[config.mk]
export PLATFORM = sky130hd
export DESIGN_NAME = font_rom_arbiter
export DESIGN_NICKNAME = d
export VERILOG_FILES = /design/src/rtl/font_rom_arbiter.sv
export SDC_FILE = /design/constraint.sdc
export NUM_CORES = 1
export LEC_CHECK = 0
export BUFFER_PORTS_ARGS = -buffer_cell sky130_fd_sc_hd__buf_2
export CAP_MARGIN = 20
export CORE_UTILIZATION = 54
export DETAILED_ROUTE_END_ITERATION = 10
export GPL_TIMING_DRIVEN = 0
export HOLD_SLACK_MARGIN = 0.03
export PLACE_DENSITY = 0.84
export RECOVER_POWER = 50
export SYNTH_ARGS = -nofsm -noshare
export SYNTH_HDL_FRONTEND = slang
export SYNTH_SLANG_ARGS = --single-unit
[constraint.sdc]
create_clock -name clk -period 2.75 [get_ports clk]
set_clock_uncertainty 0.2 [all_clocks]
set_input_delay 0.55 -clock clk [delete_from_list [all_inputs] [get_ports clk]]
set_output_delay 0.55 -clock clk [all_outputs]
set_load 0.01 [all_outputs]
[src/rtl/font_rom_arbiter.sv]
// Shares one combinational font ROM between two glyph-fetch requesters.
// Latency: accept edge -> ROM address on next edge -> rsp_valid after the edge after that (+1 edge when losing arbitration).
// Backpressure: one outstanding entry per requester; ready drops while its slot is pending.
module font_rom_arbiter #(
   parameter int CODE_W     = 5,
   parameter int ROW_W      = 3,
   parameter int FIXED_PRIO = 0,
   parameter int CNT_W      = 16
) (
   input  logic              clk,
   input  logic              rst_n,
   input  logic              req0_valid,
   output logic              req0_ready,
   input  logic [CODE_W-1:0] req0_code,
   input  logic [ROW_W-1:0]  req0_row,
   output logic              rsp0_valid,
   output logic [7:0]        rsp0_bitmap,
   input  logic              req1_valid,
   output logic              req1_ready,
   input  logic [CODE_W-1:0] req1_code,
   input  logic [ROW_W-1:0]  req1_row,
   output logic              rsp1_valid,
   output logic [7:0]        rsp1_bitmap,
   output logic [CODE_W-1:0] rom_char_code,
   output logic [ROW_W-1:0]  rom_row,
   input  logic [7:0]        rom_bitmap,
   output logic [CNT_W-1:0]  conflict_cnt
);

   // Slot state
   logic              pend0_q, pend0_d;
   logic              pend1_q, pend1_d;
   logic [CODE_W-1:0] code0_q, code0_d;
   logic [CODE_W-1:0] code1_q, code1_d;
   logic [ROW_W-1:0]  row0_q, row0_d;
   logic [ROW_W-1:0]  row1_q, row1_d;

   // Issue stage
   logic              issue_valid_q, issue_valid_d;
   logic              issue_id_q, issue_id_d;
   logic              rr_ptr_q, rr_ptr_d;
   logic [CODE_W-1:0] rom_char_code_q, rom_char_code_d;
   logic [ROW_W-1:0]  rom_row_q, rom_row_d;
   logic [CNT_W-1:0]  conflict_cnt_q, conflict_cnt_d;

   // Response stage
   logic              rsp0_valid_q, rsp0_valid_d;
   logic              rsp1_valid_q, rsp1_valid_d;
   logic [7:0]        rsp0_bitmap_q, rsp0_bitmap_d;
   logic [7:0]        rsp1_bitmap_q, rsp1_bitmap_d;

   logic accept0, accept1;
   logic grant, both_pend, winner;

   // Ready depends only on registered slot state so there is no valid->ready path.
   assign req0_ready = rst_n & ~pend0_q;
   assign req1_ready = rst_n & ~pend1_q;

   assign rsp0_valid    = rsp0_valid_q;
   assign rsp1_valid    = rsp1_valid_q;
   assign rsp0_bitmap   = rsp0_bitmap_q;
   assign rsp1_bitmap   = rsp1_bitmap_q;
   assign rom_char_code = rom_char_code_q;
   assign rom_row       = rom_row_q;
   assign conflict_cnt  = conflict_cnt_q;

   // Next-state for accept, arbitration, issue and response stages.
   always_comb begin
      accept0   = req0_valid & req0_ready;
      accept1   = req1_valid & req1_ready;
      both_pend = pend0_q & pend1_q;
      grant     = pend0_q | pend1_q;
      winner    = 1'b0;
      if (both_pend) begin
         winner = (FIXED_PRIO != 0) ? 1'b0 : rr_ptr_q;
      end else begin
         winner = ~pend0_q;
      end

      // A slot can't be accepted and issued on the same edge: accept needs
      // ~pend, issue needs pend.
      pend0_d = pend0_q;
      pend1_d = pend1_q;
      if (grant && !winner) pend0_d = 1'b0;
      if (grant &&  winner) pend1_d = 1'b0;
      if (accept0)          pend0_d = 1'b1;
      if (accept1)          pend1_d = 1'b1;

      code0_d = accept0 ? req0_code : code0_q;
      row0_d  = accept0 ? req0_row  : row0_q;
      code1_d = accept1 ? req1_code : code1_q;
      row1_d  = accept1 ? req1_row  : row1_q;

      issue_valid_d   = grant;
      issue_id_d      = issue_id_q;
      rr_ptr_d        = rr_ptr_q;
      rom_char_code_d = rom_char_code_q;
      rom_row_d       = rom_row_q;
      if (grant) begin
         issue_id_d      = winner;
         rr_ptr_d        = ~winner;
         rom_char_code_d = winner ? code1_q : code0_q;
         rom_row_d       = winner ? row1_q  : row0_q;
      end

      conflict_cnt_d = conflict_cnt_q;
      if (both_pend && (conflict_cnt_q != {CNT_W{1'b1}})) begin
         conflict_cnt_d = conflict_cnt_q + CNT_W'(1);
      end

      // ROM data is valid in the cycle its address is registered.
      rsp0_valid_d  = issue_valid_q & ~issue_id_q;
      rsp1_valid_d  = issue_valid_q &  issue_id_q;
      rsp0_bitmap_d = rsp0_valid_d ? rom_bitmap : rsp0_bitmap_q;
      rsp1_bitmap_d = rsp1_valid_d ? rom_bitmap : rsp1_bitmap_q;
   end

   // State registers; reset discards pending and in-flight lookups.
   always_ff @(posedge clk or negedge rst_n) begin
      if (!rst_n) begin
         pend0_q         <= 1'b0;
         pend1_q         <= 1'b0;
         code0_q         <= '0;
         code1_q         <= '0;
         row0_q          <= '0;
         row1_q          <= '0;
         issue_valid_q   <= 1'b0;
         issue_id_q      <= 1'b0;
         rr_ptr_q        <= 1'b0;
         rom_char_code_q <= '0;
         rom_row_q       <= '0;
         conflict_cnt_q  <= '0;
         rsp0_valid_q    <= 1'b0;
         rsp1_valid_q    <= 1'b0;
         rsp0_bitmap_q   <= '0;
         rsp1_bitmap_q   <= '0;
      end else begin
         pend0_q         <= pend0_d;
         pend1_q         <= pend1_d;
         code0_q         <= code0_d;
         code1_q         <= code1_d;
         row0_q          <= row0_d;
         row1_q          <= row1_d;
         issue_valid_q   <= issue_valid_d;
         issue_id_q      <= issue_id_d;
         rr_ptr_q        <= rr_ptr_d;
         rom_char_code_q <= rom_char_code_d;
         rom_row_q       <= rom_row_d;
         conflict_cnt_q  <= conflict_cnt_d;
         rsp0_valid_q    <= rsp0_valid_d;
         rsp1_valid_q    <= rsp1_valid_d;
         rsp0_bitmap_q   <= rsp0_bitmap_d;
         rsp1_bitmap_q   <= rsp1_bitmap_d;
      end
   end

endmodule

; Yosys cells after proc, flatten, opt, wreduce, memory -nomap -nowiden
; Index checks and enable logic that the tools add are counted.
[op_classes]
mux = 7
add_sub_neg = 1
n_reduce_logical = 6
bitwise = 12
n_eq_ne = 1
[op_table]
columns = operator, count
row1 = "16-bit by 1-bit adder with 16-bit output, second input constant", 1
row2 = "16-bit != test, second input constant", 1
row3 = 1-bit bitwise AND, 7
row4 = 1-bit two-way mux, 5
row5 = 5-bit two-way mux, 1
row6 = 1-bit inverter, 4
row7 = 2-bit nonzero test, 2
row8 = 1-bit logical AND, 3
row9 = 3-bit two-way mux, 1
row10 = 1-bit zero test, 1
row11 = 1-bit OR, 1
[totals]
inputBits = 28
reg_bits = 63
elab_cells = 43
out_inout_bits = 44

; Logic depth before layout (Yosys ltp)
; Gate-level depths: netlist of run 1.
[depth]
word_depth = 6
ltp_mapped = 6
depth_no_buf = 5

; Worst setup path after synthesis of run 1
; Ideal clock, no wire load.
[synth_timing]
kind = register -> register
from = register conflict_cnt_q[0], in the netlist conflict_cnt[0]
to = register conflict_cnt_q[1], in the netlist conflict_cnt[1]
t_arrival_ns = 1.544
period_less_slack_ns = 1.869
slack_ns = 0.881
path_buffers = 0
required_ns = 2.425
stages_incl_launch_ff = 6
path_cell_list = dfrtp_1 -> ha_1 -> nand3_1 -> nor4_4 -> nor2_2 -> mux2_4
[synth_via]
elab_chain_cells = 2
word_cells_on_any_way = 3
[synth_rtl]
columns = item, line
row1 = from (decl), 44  ; logic [CNT_W-1:0] conflict_cnt_q, conflict_cnt_d;
row2 = from (signal assigned), 149  ; conflict_cnt_q <= conflict_cnt_d;
row3 = branches (longest 2 deep; another with 16-bit by 1-bit adder with 16-bit output), -
; Several ways; the timed one is not identified.
; A chain may end at the register's enable or synchronous reset.

; Final worst setup path of run 1
[layout_timing]
from = input rst_n
to = output req0_ready
[layout_via]
elab_chain_cells = 1
[layout_rtl]
columns = item, line
row1 = from (decl), 11  ; input logic rst_n,
row2 = 1-bit bitwise AND, 56  ; assign req0_ready = rst_n & ~pend0_q;
row3 = to (decl), 13  ; output logic req0_ready,
; Every way passes these cells.

==> results of run 1 <==
[sequential cells by signal (all words and copies together) (netlist names), 5 cells and up]
name and count:
rsp0_bitmap 8, rom_char_code 5, rsp1_bitmap 8, code1_q 5, conflict_cnt 16, code0_q 5
[area by class of cell]
type                            count  share of cell area
Buffer                              4             0.00459
Clock buffer                        9              0.0378
Clock inverter                      7              0.0225
Inverter                            3             0.00344
Multi-Input combinational cell    132               0.318
Sequential cell                    63               0.481
Tap cell                           67              0.0256
Timing Repair Buffer               72               0.106
[critical path, stage by stage]
cell     delay (ns)
buf_2          0.51
nor2b_1        0.26
buf_2          0.16
[layer usage]
layer,track usage,vias to the layer above,wire length [µm],part of all wire
met5,0,-,0,0
met4,0.105,0,81,0.016
met3,0.0500,8,220,0.044
met2,0.318,58,2350,0.47
met1,0.284,882,2330,0.47
li1,-,895,-,-
[per-stage QoR]
stage	std cells	total power, mW	hold WS (ns)	area [µm²]	worst slack [ns]
floorplan	202	1.72	0.0544	2650	0.881
global placement	340	1.98	0.282	3090	-0.167
detailed placement	341	2.03	0.290	3110	0.330
CTS	357	2.81	0.0827	3300	0.419
global route	357	2.93	0.0962	3270	0.364
finish	357	2.76	0.0423	3270	0.505
[cells in the mapped netlist (3+ instances only)]
cell type | n | area (µm²)
nand3_1 | 4 | 20.0
nor3_1 | 7 | 35.0
nor2_1 | 17 | 63.8
o22ai_1 | 8 | 50.1
inv_1 | 3 | 11.3
nor2b_1 | 3 | 18.8
clkbuf_1 | 3 | 11.3
mux2_2 | 40 | 450
nand2_1 | 11 | 41.3
nand4_1 | 4 | 25.0
nor4_1 | 5 | 31.3
xor2_1 | 12 | 105
dfrtp_1 | 63 | 1580
[how the worst max path moves through the flow]
stage | start | to | slack (ns)
after floorplan | conflict_cnt[0] | conflict_cnt[1] | 0.88
after global placement | rst_n | row0_q[1] | -0.17
after detailed placement | rst_n | code1_q[2] | 0.33
after CTS | rst_n | req0_ready | 0.42
after global routing | rst_n | req0_ready | 0.36
final | rst_n | req0_ready | 0.51
[logic make-up (layout without fill, tap and decap cells)]
family / Yosys count / count (layout)
compound gates: 14 / 14
xor+xnor: 14 / 14
simple gates: 62 / 62
mux: 41 / 41
fa+ha+maj: 1 / 1
buf+inv: 7 / 95
flops: 63 / 63
[report_power, final]
group	internal, mW	switching, mW	total [mW]	leakage [nW]
sequential	1.16	0.151	1.32	0.772
clock	0.417	0.359	0.776	0.0875
combinational	0.347	0.322	0.669	0.732
total	1.93	0.832	2.76	1.59
==> impl_metrics.json, run 1 <==
{
  "ctsResizeCount": 0,
  "worstSkewPairLatency_ns": 0.33,
  "worst_pin_slew_ns": 0.834,
  "fin_crit_sh": 0.816,
  "fin_util": 0.693,
  "firstDrtPassIters": 4,
  "path_class": "in2out",
  "final_cell_mix": "63 x dfrtp_1, 61 x buf_2, 40 x mux2_2",
  "crit_path_end_kind": "output pin",
  "synth_top_family_by_area": "multiplexers",
  "synth_mux_area_frac": 0.176,
  "ys.flop_type": "dfrtp_1",
  "async_reset_ff_frac": 1.00,
  "track_usage": 0.209,
  "io_pins": 72,
  "path_clk_slew_ns": 0.07,
  "worstReg2RegEnd": "rom_row[2]",
  "yosys.area_share.simple": 0.133,
  "ant_nets": 0,
  "max-slew-margin-rel": 0.444,
  "fmax_ghz": 0.445,
  "multi_input_area_mm2": 0.00104,
  "fillerInstances": 344,
  "numCtsBuffers": 9,
  "via_count": 1843,
  "die_x_um": 72.0,
  "r2r_start": "pend1_q",
  "grt_pass1_wl_um": 8280,
  "synth_adder_area_share": 0.00473,
  "netlist_instances": 202,
  "worst_ir_drop_vdd_mv": 0.646,
  "final_common_cell": "dfrtp_1",
  "core_mm2": 0.00472,
  "status": "finished clean",
  "required_ns": 2.00,
  "diodes": 0,
  "clkSinkCount": 63,
  "die_y_um": 72.0,
  "min_path_type": "in2async",
  "rsz0062_at_grt": "false",
  "cts_root_buf": "clkbuf_8",
  "regArea_mm2": 0.00158,
  "synth_seq_area_share": 0.596,
  "r2r_slack_ns": 0.70,
  "drc": 0,
  "ys_types": 32,
  "cp-start-kind": "input pin",
  "leakage_nw": 1.59,
  "fin_nets": 314,
  "min_period_ns": 2.24,
  "area_growth_syn_to_layout_pct": 23.7,
  "port-buffer-count": 71,
  "drt_iter0_drc": 83,
  "grt_pass1_vias": 1806,
  "tritoncts": "yes",
  "critPathMaxFanout": 32,
  "grt_antenna_before_repair": 0,
  "arrival_ns": 1.49,
  "dieArea_mm2": 0.00518,
  "drive_above_1_share": 0.431,
  "initial_utilization": 0.560,
  "cts_hold_buf": 0,
  "power_density_mw_per_mm2": 843,
  "vias_per_cell": 5.16,
  "synth_edf_count": 0,
  "cts_setup_buffers": 0,
  "wire_per_inst_um": 13.9,
  "routed_wl_um": 4980,
  "ctsHtreeMaxLevel": 3,
  "slew_violations": 0,
  "hold_viol": 0,
  "rows": 25,
  "setup_viol": 0,
  "synth_seq_cells": 63,
  "synth-compound-area-share": 0.0336,
  "grt_max_degree": 35,
  "syn-cell-area_mm2": 0.00265,
  "final.setup.tns_ns": 0,
  "maxCapViolations": 0,
  "grt_remaining_overflow": 0,
  "synth_nets": 231,
  "worstRegToRegCells": 5,
  "yosysWarnings": 0,
  "synthXorXnorAreaFrac": 0.0463,
  "hpwl_um": 3560,
  "gp_congestion": 0.820,
  "avgSynthCellArea_um2": 13.1,
  "max-clock-path-buffers": 2
}
Power figures use the tool's default switching activity.
==> inputs of run 2 (changes only) <==
Settings changed: CORE_UTILIZATION 54 to 47, PLACE_DENSITY 0.84 to 0.78.
Clock period 2.75 ns to 2.04 ns, I/O delays scaled along.
==> run 2 against run 1 <==
  * Clock power increased by 35%
  * Sequential cell count unchanged
  * Power increased by 36%
  * Sequential share of layout area shrank 1.0 points
  * Highest routed layer unchanged
  * First-iteration DRC count fell by 28%
  * Hold slack better by 0.060 ns
==> impl_metrics.json, run 2 (synthesis results as in run 1) <==
{
  "port-buffer-count": 71,
  "routed-wl-met2_um": 2590,
  "min_delay_path_depth": 2,
  "critPathSlowestCell": "clkdlybuf4s25_1",
  "path_class": "in2out",
  "worstSkewPairLatency_ns": 0.33,
  "setup_viol": 0,
  "largest_register_ffs": 16,
  "min_period_ns": 1.95,
  "dr_wl_met3_um": 284,
  "track_usage": 0.194,
  "power_density_mw_per_mm2": 1120,
  "fin_crit_sh": 0.954,
  "stdcell_area_mm2": 0.00335,
  "diodes": 0,
  "rsz0062_at_grt": "false",
  "hold_viol": 0,
  "cpPeakStageDelay_ns": 0.31,
  "drt_iter0_drc": 60,
  "drive_above_1_share": 0.429,
  "cp_top_family": "buffers and inverters",
  "dp.cells": 344,
  "r2r_slack_ns": 0.11,
  "max-clock-path-buffers": 2,
  "worst_pin_slew_ns": 0.825,
  "gp_congestion": 0.771,
  "final_cell_mix": "62 x dfrtp_1, 58 x buf_2, 40 x mux2_2",
  "dieArea_mm2": 0.00593,
  "leakage_nw": 1.63,
  "initial_utilization": 0.502,
  "clkSinkCount": 63,
  "crit_cells": 6,
  "drc": 0,
  "cts_root_buf": "clkbuf_8",
  "crit_chain": "buf_6 -> clkbuf_1 -> clkdlybuf4s25_1 -> buf_12 -> nor2b_1 -> buf_2",
  "tritoncts": "yes",
  "hpwl_um": 3570,
  "ant_nets": 0,
  "topRoutingLayerUsed": "met4",
  "core_mm2": 0.00527,
  "crit_path_end_kind": "output pin",
  "critPathMaxFanout": 3,
  "min_path_type": "in2reg",
  "area_growth_syn_to_layout_pct": 26.5,
  "grt_pass1_vias": 1910,
  "worstRegToRegCells": 5,
  "placed_area_mm2": 0.00311,
  "fin_cells": 366,
  "required_ns": 1.43,
  "cp-start-kind": "input pin",
  "max-slew-margin-rel": 0.450,
  "routed_wl_um": 5280,
  "rows": 26,
  "grt_pass1_wl_um": 8690,
  "grt_max_degree": 35,
  "setup_slack_ns": 0.0948,
  "slew_violations": 0,
  "fin_util": 0.635,
  "status": "finished clean",
  "fin_nets": 320,
  "worst_ir_drop_vdd_mv": 0.559,
  "final.setup.tns_ns": 0,
  "ctsHtreeMaxLevel": 3,
  "wl_met1_um": 2300,
  "fmax_ghz": 0.514,
  "arrival_ns": 1.34,
  "path_clk_slew_ns": 0.07,
  "firstDrtPassIters": 4,
  "cp_num_buf_inv": 5,
  "grt_antenna_before_repair": 0,
  "via_count": 1885,
  "grt_remaining_overflow": 0,
  "die_x_um": 77.0,
  "final_common_cell": "dfrtp_1",
  "numCtsBuffers": 9,
  "die_y_um": 77.0,
  "wire_per_inst_um": 14.4,
  "vias_per_cell": 5.15,
  "place_ws_ns": -0.497,
  "io_pins": 72,
  "maxCapViolations": 0
}
==> run 2: cell types whose count changed in the layout (fill, tap and decap cells not counted), sizes merged <==
cell           before  now
clkbuf             24   29
clkinvlp            4    2
dlygate4sd3         0    2
buf                61   60
clkdlybuf4s25       0    1
clkinv              2    3
==> run 2: area by class of cell <==
type,instances,area (µm²)
fillers,417,1920
flip-flops and latches,63,1580
multi-input cells,132,1050
repair buffers,78,409
clock buffers,10,138
well taps,70,87.6
clock inverters,6,60.1
plain buffers,4,16.3
inverters,3,11.3
==> run 2: repair_timing <==
item | 4_1_cts | 5_1_grt
endpoints found under the setup margin | 9 | 4
buffers inserted | 0 | 0
gates resized for setup | 2 | 2
endpoints found under the hold margin | 29 | 0
pin swaps | 0 | 1
hold buffers | 6 | 0
==> run 2: worst reg2reg max path, stage by stage, from the launching register on <==
cell     delay [ns]
dfrtp_1        0.43
ha_1           0.22
nand3_1        0.20
nor4_4         0.34
nor2_2         0.13
mux2_4         0.31
==> run 2: where the power goes <==
group / internal [mW] / switching, mW
combinational: 0.470 / 0.445
clock: 0.590 / 0.464
sequential: 1.57 / 0.206
total: 2.63 / 1.11
==> run 2: through the flow <==
stage | hold WS [ns] | total power [mW]
finish | 0.102 | 3.75
global route | 0.0835 | 3.97
CTS | 0.0572 | 3.82
detailed placement | 0.267 | 2.73
global placement | 0.282 | 2.68
floorplan | -0.0876 | 2.32
==> run 2: path summary, 6_finish.rpt <==
path	from	endpoint
hold reg to reg	rsp1_bitmap[2]	rsp1_bitmap[2]
max in group asynchronous	rst_n	rsp1_bitmap[1]
min in group asynchronous	rst_n	pend1_q
setup reg to reg	conflict_cnt[1]	conflict_cnt[1]
setup / recovery	rst_n	req0_ready
hold / removal	req1_row[2]	row1_q[2]
==> run 2: metal layers <==
layer,global-route usage,vias up
met5,0,-
met4,0.0962,0
met3,0.0512,9
met2,0.330,63
met1,0.226,916
li1,-,897
==> inputs of run 3 (changes only) <==
Settings changed: ABC_AREA set to 1, CORE_UTILIZATION 47 to 48, SLEW_MARGIN set to 20.
==> run 3 against run 2 <==
  * Hold slack got worse by 0.00066 ns
  * Largest cell class unchanged
  * Sequential share of layout area fell by 2.5 points
  * Combinational power fell by 17%
  * Power fell by 5.6%
  * Design area rose by 5.5%
  * First-iteration DRC count rose to 2.5 times the previous value
  * Highest routed layer unchanged
==> impl_metrics.json, run 3 <==
{
  "grt_pass1_vias": 2300,
  "p_seq_frac": 0.481,
  "leakage_nw": 1.80,
  "synth_top_cells_by_count": "102 x nand2_1, 63 x dfrtp_1, 41 x inv_1, 25 x nor2_1, 21 x o21ai_0",
  "ant_nets": 0,
  "worstSkewPairLatency_ns": 0.33,
  "path_clk_slew_ns": 0.07,
  "synth_seq_area_share": 0.545,
  "ctsResizeCount": 0,
  "initial_utilization": 0.513,
  "synth_edf_count": 0,
  "grt_pass1_wl_um": 10300,
  "cp-start-kind": "input pin",
  "ys_types": 25,
  "setup_viol": 0,
  "track_usage": 0.218,
  "io_pins": 72,
  "wire_per_inst_um": 12.8,
  "power.total_mw": 3.54,
  "required_ns": 1.43,
  "worst_pin_slew_ns": 1.17,
  "worst_ir_drop_vdd_mv": 0.625,
  "max-clock-path-buffers": 2,
  "min_path_type": "in2reg",
  "synth_seq_cells": 63,
  "ctsHtreeMaxLevel": 3,
  "fin_crit_sh": 0.940,
  "drive_above_1_share": 0.224,
  "core_mm2": 0.00564,
  "cts_root_buf": "clkbuf_8",
  "firstDrtPassIters": 6,
  "yosysTopAreaCell": "dfrtp_1",
  "slew_violations": 0,
  "whs_ns": 0.101,
  "grt_remaining_overflow": 0,
  "final_common_cell": "nand2_1",
  "swShare": 0.311,
  "hpwl_um": 4430,
  "critPathMaxFanout": 3,
  "routed_wl_um": 6310,
  "synth_nets": 358,
  "die_x_um": 79.6,
  "path_class": "in2out",
  "clkSinkCount": 63,
  "fin_util": 0.626,
  "crit_path_end_kind": "output pin",
  "rsz0062_at_grt": "false",
  "dieArea_mm2": 0.00634,
  "final_cell_mix": "103 x nand2_1, 63 x dfrtp_1, 43 x buf_2",
  "largest_register_ffs": 16,
  "netlist_instances": 329,
  "power.internal_mw": 2.44,
  "min_period_ns": 1.92,
  "vias_per_cell": 4.98,
  "tritoncts": "yes",
  "yosysWarnings": 0,
  "numCtsBuffers": 9,
  "die_y_um": 79.6,
  "diodes": 0,
  "arrival_ns": 1.31,
  "yosysMostFrequentCell": "nand2_1",
  "syn-cell-area_mm2": 0.00289,
  "grt_max_degree": 25,
  "power_density_mw_per_mm2": 1000,
  "fillerInstances": 511,
  "status": "finished clean",
  "ys.flop_type": "dfrtp_1",
  "fmax_ghz": 0.522,
  "max-slew-margin-rel": 0.218,
  "power.switching_mw": 1.10,
  "clockPowerShare": 0.305,
  "yosysTopAreaCellShare": 0.545,
  "hold_viol": 0,
  "grt_antenna_before_repair": 0,
  "avgSynthCellArea_um2": 8.79,
  "synthTopCellsByArea": "dfrtp_1 55%, nand2_1 13%, inv_1 5.3%, o21ai_0 3.6%, o211ai_2 3.5%",
  "rows": 27,
  "async_reset_ff_frac": 1.00,
  "drt_iter0_drc": 152,
  "area_growth_syn_to_layout_pct": 22.1,
  "p_comb_frac": 0.215,
  "drc": 0,
  "port-buffer-count": 71,
  "gp_congestion": 0.846,
  "maxCapViolations": 0,
  "fin_nets": 445,
  "cts_setup_buffers": 0,
  "via_count": 2452
}
## run 3: changes by cell type in the layout (fill, tap and decap cells not counted), sizes merged, moves of 9 or more
cell | previous run | this run
buf | 60 | 44
nand2 | 11 | 110
nor2 | 18 | 32
clkbuf | 29 | 46
nand3 | 4 | 13
inv | 3 | 44
xor2 | 12 | 1
mux2 | 41 | 8
o21ai | 1 | 25
## run 3: stage by stage
step	worst slack (ns)	instance area, µm²	TNS [ns]	cells
6_report	0.123	3530	0	492
5_1_grt	0.0460	3530	0	492
4_1_cts	0.165	3630	0	492
3_5_place_dp	-0.152	3370	-1.70	473
3_3_place_gp	-0.791	3340	-14.19	472
2_1_floorplan	0.323	2890	0	329
## run 3: power groups by stage
stage,combinational (mW),sequential [mW],clock [mW]
floorplan,0.368,1.79,0
global placement,0.778,1.71,0
detailed placement,0.819,1.71,0
CTS,0.836,1.70,1.11
global route,0.856,1.73,1.16
finish,0.759,1.70,1.08
## run 3: logic make-up after synthesis
family                   count (synthesis)  share of synthesized area
XOR/XNOR                                 2                    0.00606
multiplexers                             8                     0.0312
buffers and inverters                   49                     0.0671
adder cells (fa/ha/maj)                  1                    0.00433
AO/OA/AOI/OAI                           41                     0.0956
AND/OR/NAND/NOR                        165                      0.251
flip-flops                              63                      0.545
## run 3: worst paths after layout
check | start | depth (start not counted) | end | slack (ns)
worst min register to register | rsp1_bitmap[4] | 2 | rsp1_bitmap[4] | 0.28
worst min-delay path | req0_code[0] | 2 | code0_q[0] | 0.10
min in group asynchronous | rst_n | 2 | conflict_cnt[10] | 0.54
worst max register to register | conflict_cnt[0] | 10 | conflict_cnt[13] | 0.18
max in group asynchronous | rst_n | 3 | rom_row[2] | 0.33
worst max-delay path | rst_n | 5 | req1_ready | 0.12
## run 3: worst max-delay path: stages
cell	delay (ns)
clkbuf_1	0.11
clkdlybuf4s25_1	0.36
inv_1	0.08
nor2_1	0.18
buf_2	0.17
## run 3: layout make-up
type                            count  area [µm²]  area share
Buffer                              5        27.5     0.00780
Clock buffer                       12         155      0.0439
Clock inverter                      3        42.5      0.0120
Inverter                           44         165      0.0468
Multi-Input combinational cell    217        1120       0.316
Sequential cell                    63        1580       0.446
Tap cell                           72        90.1      0.0255
Timing Repair Buffer               76         358       0.101
## run 3: metal layers
layer  up-vias  part of all wire  GRT usage  wire [µm]
met3        11             0.050     0.0354        315
met2        74              0.48      0.356       3050
met5         -                 0          0          0
li1       1216                 -          -          -
met4         0             0.020      0.111        129
met1      1151              0.45      0.280       2810
## run 3: what timing repair did
item                                    4_1_cts  5_1_grt
hold buffers                                  3        0
endpoints found under the hold margin        39        0
endpoints found under the setup margin        1        0
